--- config.mk ---
export PLATFORM = sky130hd
export DESIGN_NAME = alu_op_sequencer
export DESIGN_NICKNAME = d
export VERILOG_FILES = /design/src/rtl/alu_op_sequencer_pkg.sv /design/src/rtl/alu_op_sequencer_cmd_fifo.sv /design/src/rtl/alu_op_sequencer.sv
export SDC_FILE = /design/constraint.sdc
export NUM_CORES = 1
export LEC_CHECK = 0
export ABC_AREA = 1
export CAP_MARGIN = 20
export CORE_ASPECT_RATIO = 0.6
export CORE_MARGIN = 2
export CORE_UTILIZATION = 56
export DETAILED_ROUTE_END_ITERATION = 8
export DONT_BUFFER_PORTS = 1
export MAX_ROUTING_LAYER = met4
export PLACE_DENSITY = 0.74
export SKIP_LAST_GASP = 1
export SYNTH_ARGS = -nofsm -noshare
export SYNTH_HDL_FRONTEND = slang
export SYNTH_SLANG_ARGS = --single-unit
--- constraint.sdc ---
create_clock -name i_clk -period 2.15 [get_ports i_clk]
set_clock_uncertainty 0.1 [all_clocks]
set_input_delay 0.645 -clock i_clk [delete_from_list [all_inputs] [get_ports i_clk]]
set_output_delay 0.645 -clock i_clk [all_outputs]
set_load 0.01 [all_outputs]
--- src/rtl/alu_op_sequencer_pkg.sv ---
// Shared constants for the ALU command sequencer: opcodes, FSM encoding, flag bit positions.
package alu_op_sequencer_pkg;

  typedef logic [2:0] alu_op_t;
  typedef logic [2:0] seq_state_t;

  // ALU instruction codes
  localparam alu_op_t OP_HOLD  = 3'd0;
  localparam alu_op_t OP_CLEAR = 3'd1;
  localparam alu_op_t OP_ADD   = 3'd2;
  localparam alu_op_t OP_SUB   = 3'd3;
  localparam alu_op_t OP_AND   = 3'd4;
  localparam alu_op_t OP_NEG   = 3'd5;
  localparam alu_op_t OP_NOT   = 3'd6;
  localparam alu_op_t OP_XOR   = 3'd7;

  // Sequencer FSM encoding
  localparam seq_state_t ST_INIT   = 3'd0;
  localparam seq_state_t ST_IDLE   = 3'd1;
  localparam seq_state_t ST_ISSUE  = 3'd2;
  localparam seq_state_t ST_WAIT   = 3'd3;
  localparam seq_state_t ST_RESULT = 3'd4;

  // Bit positions inside the 4-bit ALU flag vector
  localparam int unsigned FLAG_CARRY = 3;
  localparam int unsigned FLAG_ZERO  = 2;
  localparam int unsigned FLAG_OVF   = 1;
  localparam int unsigned FLAG_SIGN  = 0;

  // Only these opcodes consume the operand; the rest see alu_in = 0.
  function automatic logic op_has_operand(input alu_op_t op);
    return (op == OP_ADD) || (op == OP_SUB) || (op == OP_AND) || (op == OP_XOR);
  endfunction

endpackage

--- src/rtl/alu_op_sequencer_cmd_fifo.sv ---
// Command FIFO (cmd_fifo): registered storage, no fall-through, pointers with a wrap bit.
module alu_op_sequencer_cmd_fifo #(
  parameter int unsigned WIDTH = 12,
  parameter int unsigned DEPTH = 4
) (
  input  logic             i_clk,
  input  logic             i_rst_n,
  input  logic             i_push,
  input  logic             i_pop,
  input  logic [WIDTH-1:0] i_wdata,
  output logic [WIDTH-1:0] o_rdata,
  output logic             o_full,
  output logic             o_empty
);

  localparam int unsigned AW = (DEPTH > 1) ? $clog2(DEPTH) : 1;
  localparam int unsigned PW = AW + 1;

  logic [WIDTH-1:0] r_mem [DEPTH];
  logic [PW-1:0]    r_wr_ptr;
  logic [PW-1:0]    r_rd_ptr;
  logic             w_do_push;
  logic             w_do_pop;

  // Full when indices match but the wrap bits differ
  assign o_empty   = (r_wr_ptr == r_rd_ptr);
  assign o_full    = (r_wr_ptr[AW] != r_rd_ptr[AW]) && (r_wr_ptr[AW-1:0] == r_rd_ptr[AW-1:0]);
  assign w_do_push = i_push && !o_full;
  assign w_do_pop  = i_pop && !o_empty;
  assign o_rdata   = r_mem[r_rd_ptr[AW-1:0]];

  // Pointer update; reset discards every queued entry
  always_ff @(posedge i_clk or negedge i_rst_n) begin
    if (!i_rst_n) begin
      r_wr_ptr <= '0;
      r_rd_ptr <= '0;
    end else begin
      if (w_do_push) r_wr_ptr <= r_wr_ptr + PW'(1);
      if (w_do_pop)  r_rd_ptr <= r_rd_ptr + PW'(1);
    end
  end

  // Storage write; contents are only observed through a non-empty head
  always_ff @(posedge i_clk) begin
    if (w_do_push) r_mem[r_wr_ptr[AW-1:0]] <= i_wdata;
  end

endmodule

--- src/rtl/alu_op_sequencer.sv ---
// Command sequencer for the accumulator ALU: queues commands, issues one per cycle,
// and returns the accumulator/flags after the last command of each sequence.
module alu_op_sequencer
  import alu_op_sequencer_pkg::*;
#(
  parameter int unsigned WIDTH = 8,
  parameter int unsigned DEPTH = 4
) (
  input  logic             i_clk,
  input  logic             i_rst_n,
  input  logic             i_cmd_valid,
  output logic             o_cmd_ready,
  input  logic [2:0]       i_cmd_op,
  input  logic [WIDTH-1:0] i_cmd_operand,
  input  logic             i_cmd_last,
  output logic [2:0]       o_alu_control,
  output logic [WIDTH-1:0] o_alu_in,
  input  logic [WIDTH-1:0] i_alu_acc,
  input  logic [3:0]       i_alu_flags,
  output logic             o_res_valid,
  input  logic             i_res_ready,
  output logic [WIDTH-1:0] o_res_acc,
  output logic [3:0]       o_res_flags,
  output logic             o_busy
);

  // Entry layout: {op, operand, last}
  localparam int unsigned EW = WIDTH + 4;

  seq_state_t       r_state;
  seq_state_t       w_state_d;
  logic             r_res_valid;
  logic [WIDTH-1:0] r_res_acc;
  logic [3:0]       r_res_flags;

  logic [EW-1:0]    w_head;
  logic             w_full;
  logic             w_empty;
  logic             w_push;
  logic             w_pop;
  alu_op_t          w_head_op;
  logic [WIDTH-1:0] w_head_operand;
  logic             w_head_last;

  assign w_head_op      = w_head[EW-1 -: 3];
  assign w_head_operand = w_head[WIDTH:1];
  assign w_head_last    = w_head[0];

  // Ready is held low while reset is asserted, even though the FIFO reads empty
  assign o_cmd_ready = i_rst_n && !w_full;
  assign w_push      = i_cmd_valid && o_cmd_ready;
  assign w_pop       = (r_state == ST_ISSUE) && !w_empty;

  alu_op_sequencer_cmd_fifo #(
    .WIDTH (EW),
    .DEPTH (DEPTH)
  ) u_cmd_fifo (
    .i_clk   (i_clk),
    .i_rst_n (i_rst_n),
    .i_push  (w_push),
    .i_pop   (w_pop),
    .i_wdata ({i_cmd_op, i_cmd_operand, i_cmd_last}),
    .o_rdata (w_head),
    .o_full  (w_full),
    .o_empty (w_empty)
  );

  // ALU drive: CLEAR once after reset release, FIFO head while issuing, HOLD otherwise
  always_comb begin
    o_alu_control = OP_HOLD;
    o_alu_in      = '0;
    if ((r_state == ST_INIT) && i_rst_n) begin
      o_alu_control = OP_CLEAR;
    end else if (w_pop) begin
      o_alu_control = w_head_op;
      if (op_has_operand(w_head_op)) o_alu_in = w_head_operand;
    end
  end

  // Next-state logic; an empty FIFO inside ISSUE is a bubble, not an exit
  always_comb begin
    w_state_d = r_state;
    case (r_state)
      ST_INIT:   w_state_d = ST_IDLE;
      ST_IDLE:   if (!w_empty) w_state_d = ST_ISSUE;
      ST_ISSUE:  if (w_pop && w_head_last) w_state_d = ST_WAIT;
      ST_WAIT:   w_state_d = ST_RESULT;
      ST_RESULT: if (r_res_valid && i_res_ready) w_state_d = ST_IDLE;
      default:   w_state_d = ST_IDLE;
    endcase
  end

  // State register and result capture at the end of WAIT
  always_ff @(posedge i_clk or negedge i_rst_n) begin
    if (!i_rst_n) begin
      r_state     <= ST_INIT;
      r_res_valid <= 1'b0;
      r_res_acc   <= '0;
      r_res_flags <= '0;
    end else begin
      r_state <= w_state_d;
      if (r_state == ST_WAIT) begin
        r_res_valid <= 1'b1;
        r_res_acc   <= i_alu_acc;
        r_res_flags <= i_alu_flags;
      end else if ((r_state == ST_RESULT) && i_res_ready) begin
        r_res_valid <= 1'b0;
      end
    end
  end

  assign o_res_valid = r_res_valid;
  assign o_res_acc   = r_res_acc;
  assign o_res_flags = r_res_flags;
  assign o_busy      = (r_state != ST_IDLE);

endmodule

==> impl_metrics.yaml <==
clock_network:
  clk_latency_ns: 0.33
  cts.sinks: 70
  numCtsBuffers: 9
  cts_root_buf: "clkbuf_8"
  clk_pin_slew_ns: 0.07
  cts_max_level: 3
  cts_tree: "done"
  clockBufferDepth: 2
finish:
  fin_area_mm2: 0.00387
  mostFrequentLayoutCell: "nand2_1"
  layout.cells.non_filler: 422
  syn_to_final_growth_pct: 22.3
  regArea_mm2: 0.00199
  fill_cells: 380
  finalNetCount: 381
  drive_gt1_share_pct: 33.4
  fin_util_pct: 70.2
  final_cell_mix: "nand2_1 (112), edfxtp_1 (48), buf_4 (27)"
  antennaDiodeCount: 0
  multi_input_area_mm2: 0.00114
synth:
  syn_inst: 309
  netlist-cell-type-count: 29
  synth_top_cell_area_share_pct: 45.5
  yosysTopAreaCell: "edfxtp_1"
  ys_top_cells_by_area: "edfxtp_1 (45%), dfrtp_1 (17%), nand2_1 (16%)"
  synth_fp_nets: 342
  avgSynthCellArea_um2: 10.3
  yosysSeqAreaShare_pct: 62.9
  yosysWarnings: 0
  synth_area_mm2: 0.00317
  synth-seq-cells: 70
critical_path:
  r2r-end: "u_cmd_fifo.r_mem[2][8]"
  critPathBufInv: 3
  r2r_cells: 8
  setup.worst_path.end_class: "output pin"
  crit_family: "simple AND/OR/NAND/NOR gates"
  crit_slowest_cell: "dfrtp_2"
  path_depth: 10
  cp_max_fo: 8
  critPathArrivalTime_ns: 1.71
  crit_path_end: "o_alu_in[1]"
  startpoint: "u_cmd_fifo.r_rd_ptr[0]"
  cp.required_ns: 1.40
  max_stage_delay_ns: 0.46
  worstSetupStartpointType: "register"
  path_common_cell: "nand2_2"
  rr_startpoint: "u_cmd_fifo.r_rd_ptr[2]"
  crit_chain: "buf_6 -> buf_8 -> nand2_2 -> nand3_2 -> nand2_2 -> nand2_2 -> nand2_2 -> nand2_4 -> nand2_2 -> inv_2"
  crit_type: "register to output pin"
  rrSetupSlack_ns: 0.17
timing:
  relSlewSlack_pct: 58.6
  min_period_over_period_pct: 114
  fin_hold_ws_ns: 0.304
  finalHoldViolCount: 0
  fmax_mhz: 407
  setup_ws_ns: -0.305
  layout_min_cycle_time_ns: 2.45
  final.setup.tns_ns: -2.88
  setup_violations: 11
  rsz0062_at_grt: "yes"
  final_max_slew_viol_count: 0
  worstMarginPinSlew_ns: 0.619
status:
  status: "finished with violations"
  failed_checks: "setup timing"
placed_design:
  dp_cells: 385
  dp_slack_ns: 0.0280
  hpwl_mm: 4.03
  gp_congestion: 0.863
  postPlaceCellArea_mm2: 0.00334
  placement.io_buffers: 0
detailed_routing:
  drtIter0Drc: 121
  ant_nets: 0
  post_drt_wl_per_cell_um: 15.7
  routed_wirelength_mm: 6.65
  firstDrtPassIters: 4
  drc: 0
  viasPerCell: 5.33
  vias: 2249
global_route:
  gr-total-overflow: 0
  grt_first_pass_wirelength_mm: 10.5
  grt_max_degree: 23
  grt_pass1_vias: 2179
  grt_use_total_pct: 22.9
  antenna_found_initial: 0
floorplan:
  fp.coreArea_mm2: 0.00552
  dieHeight_um: 62.3
  dieArea_mm2: 0.00629
  rows: 21
  io_pins: 54
  start_util_pct: 57.4
  die_w_um: 101
job:
  cap_violations: 0
pwr:
  p_leak_nw: 1.73
  p_total_mw: 5.55
  ir_drop_mv: 0.719
  power_density_mw_per_mm2: 1430
hold_path:
  hp-start: "i_cmd_last"
  hp-class: "input port to register"
-- where the power goes --
group / internal (mW) / switching, mW / leakage [nW]
Sequential: 1.76 / 0.262 / 0.696
Combinational: 1.09 / 1.44 / 0.951
Clock: 0.525 / 0.473 / 0.0863
-- area by class of cell --
| type | count | area share, % |
|---|---|---|
| inverter | 28 | 2.78 |
| tap | 69 | 2.23 |
| multi-input combinational | 202 | 29.5 |
| sequential | 70 | 51.5 |
| clock inverter | 7 | 1.68 |
| timing repair buffer | 36 | 8.98 |
| timing repair inverter | 1 | 0.194 |
| clock buffer | 9 | 3.20 |
-- cell usage after synthesis, drive strengths merged --
cell type / instances
edfxtp: 48
nand3: 16
nand2: 137
or2: 1
a21oi: 1
ha: 5
dfrtp: 22
buf: 8
o21ai: 3
xor2: 2
clkbuf: 1
nor2: 15
nand4: 5
o211ai: 1
nand3b: 1
nor4: 1
xnor2: 2
inv: 28
mux2: 12
-- state kept, by name, indices dropped and copies added, names as in the netlist --
register / flops
u_cmd_fifo.r_mem: 48
u_cmd_fifo.r_wr_ptr: 3
u_cmd_fifo.r_rd_ptr: 3
o_res_acc: 8
o_res_valid: 1
r_state: 3
o_res_flags: 4
-- kinds of logic after synthesis --
group / after synthesis / share of synthesized area (%)
and+or+nand+nor: 176 / 23.3
adders and majority gates: 5 / 1.97
AOI/OAI and AO/OA: 5 / 0.869
muxes: 12 / 4.27
buffers and inverters: 37 / 5.41
xor gates and xnor gates: 4 / 1.34
DFF: 70 / 62.9
-- worst reg2reg max path: cells and delay by family (launching register included) --
family | cells | cell delay, ns
XOR/XNOR | 1 | 0.25
flip-flops | 1 | 0.42
buffers and inverters | 4 | 0.56
AND/OR/NAND/NOR | 3 | 0.34
-- layer usage --
metal | wire [um] | track usage, % | up-vias
met5 | 0 | - | -
met4 | 66 | 7.26 | 0
met3 | 491 | 9.23 | 7
met2 | 3220 | 32.7 | 54
met1 | 2870 | 30.3 | 1109
li1 | - | - | 1079
-- how the worst min path moves through the flow --
stage	end	slack (ns)	cells after the start
final	u_cmd_fifo.r_mem[2][0]	0.30	0
after global routing	u_cmd_fifo.r_mem[3][0]	0.27	0
after CTS	u_cmd_fifo.r_mem[0][5]	0.29	0
after detailed placement	o_res_flags[1]	0.25	0
after global placement	o_res_flags[1]	0.25	0
after floorplan	o_res_acc[0]	0.25	0
-- repair_timing --
action	4_1_cts	5_1_grt
hold buffers	1	0
setup buffers	13	5
pin swaps	5	14
endpoints found under the setup margin	12	12
endpoints found under the hold margin	22	0
cloned	1	0
resized for setup	36	25
(Power assumes the default switching activity.)
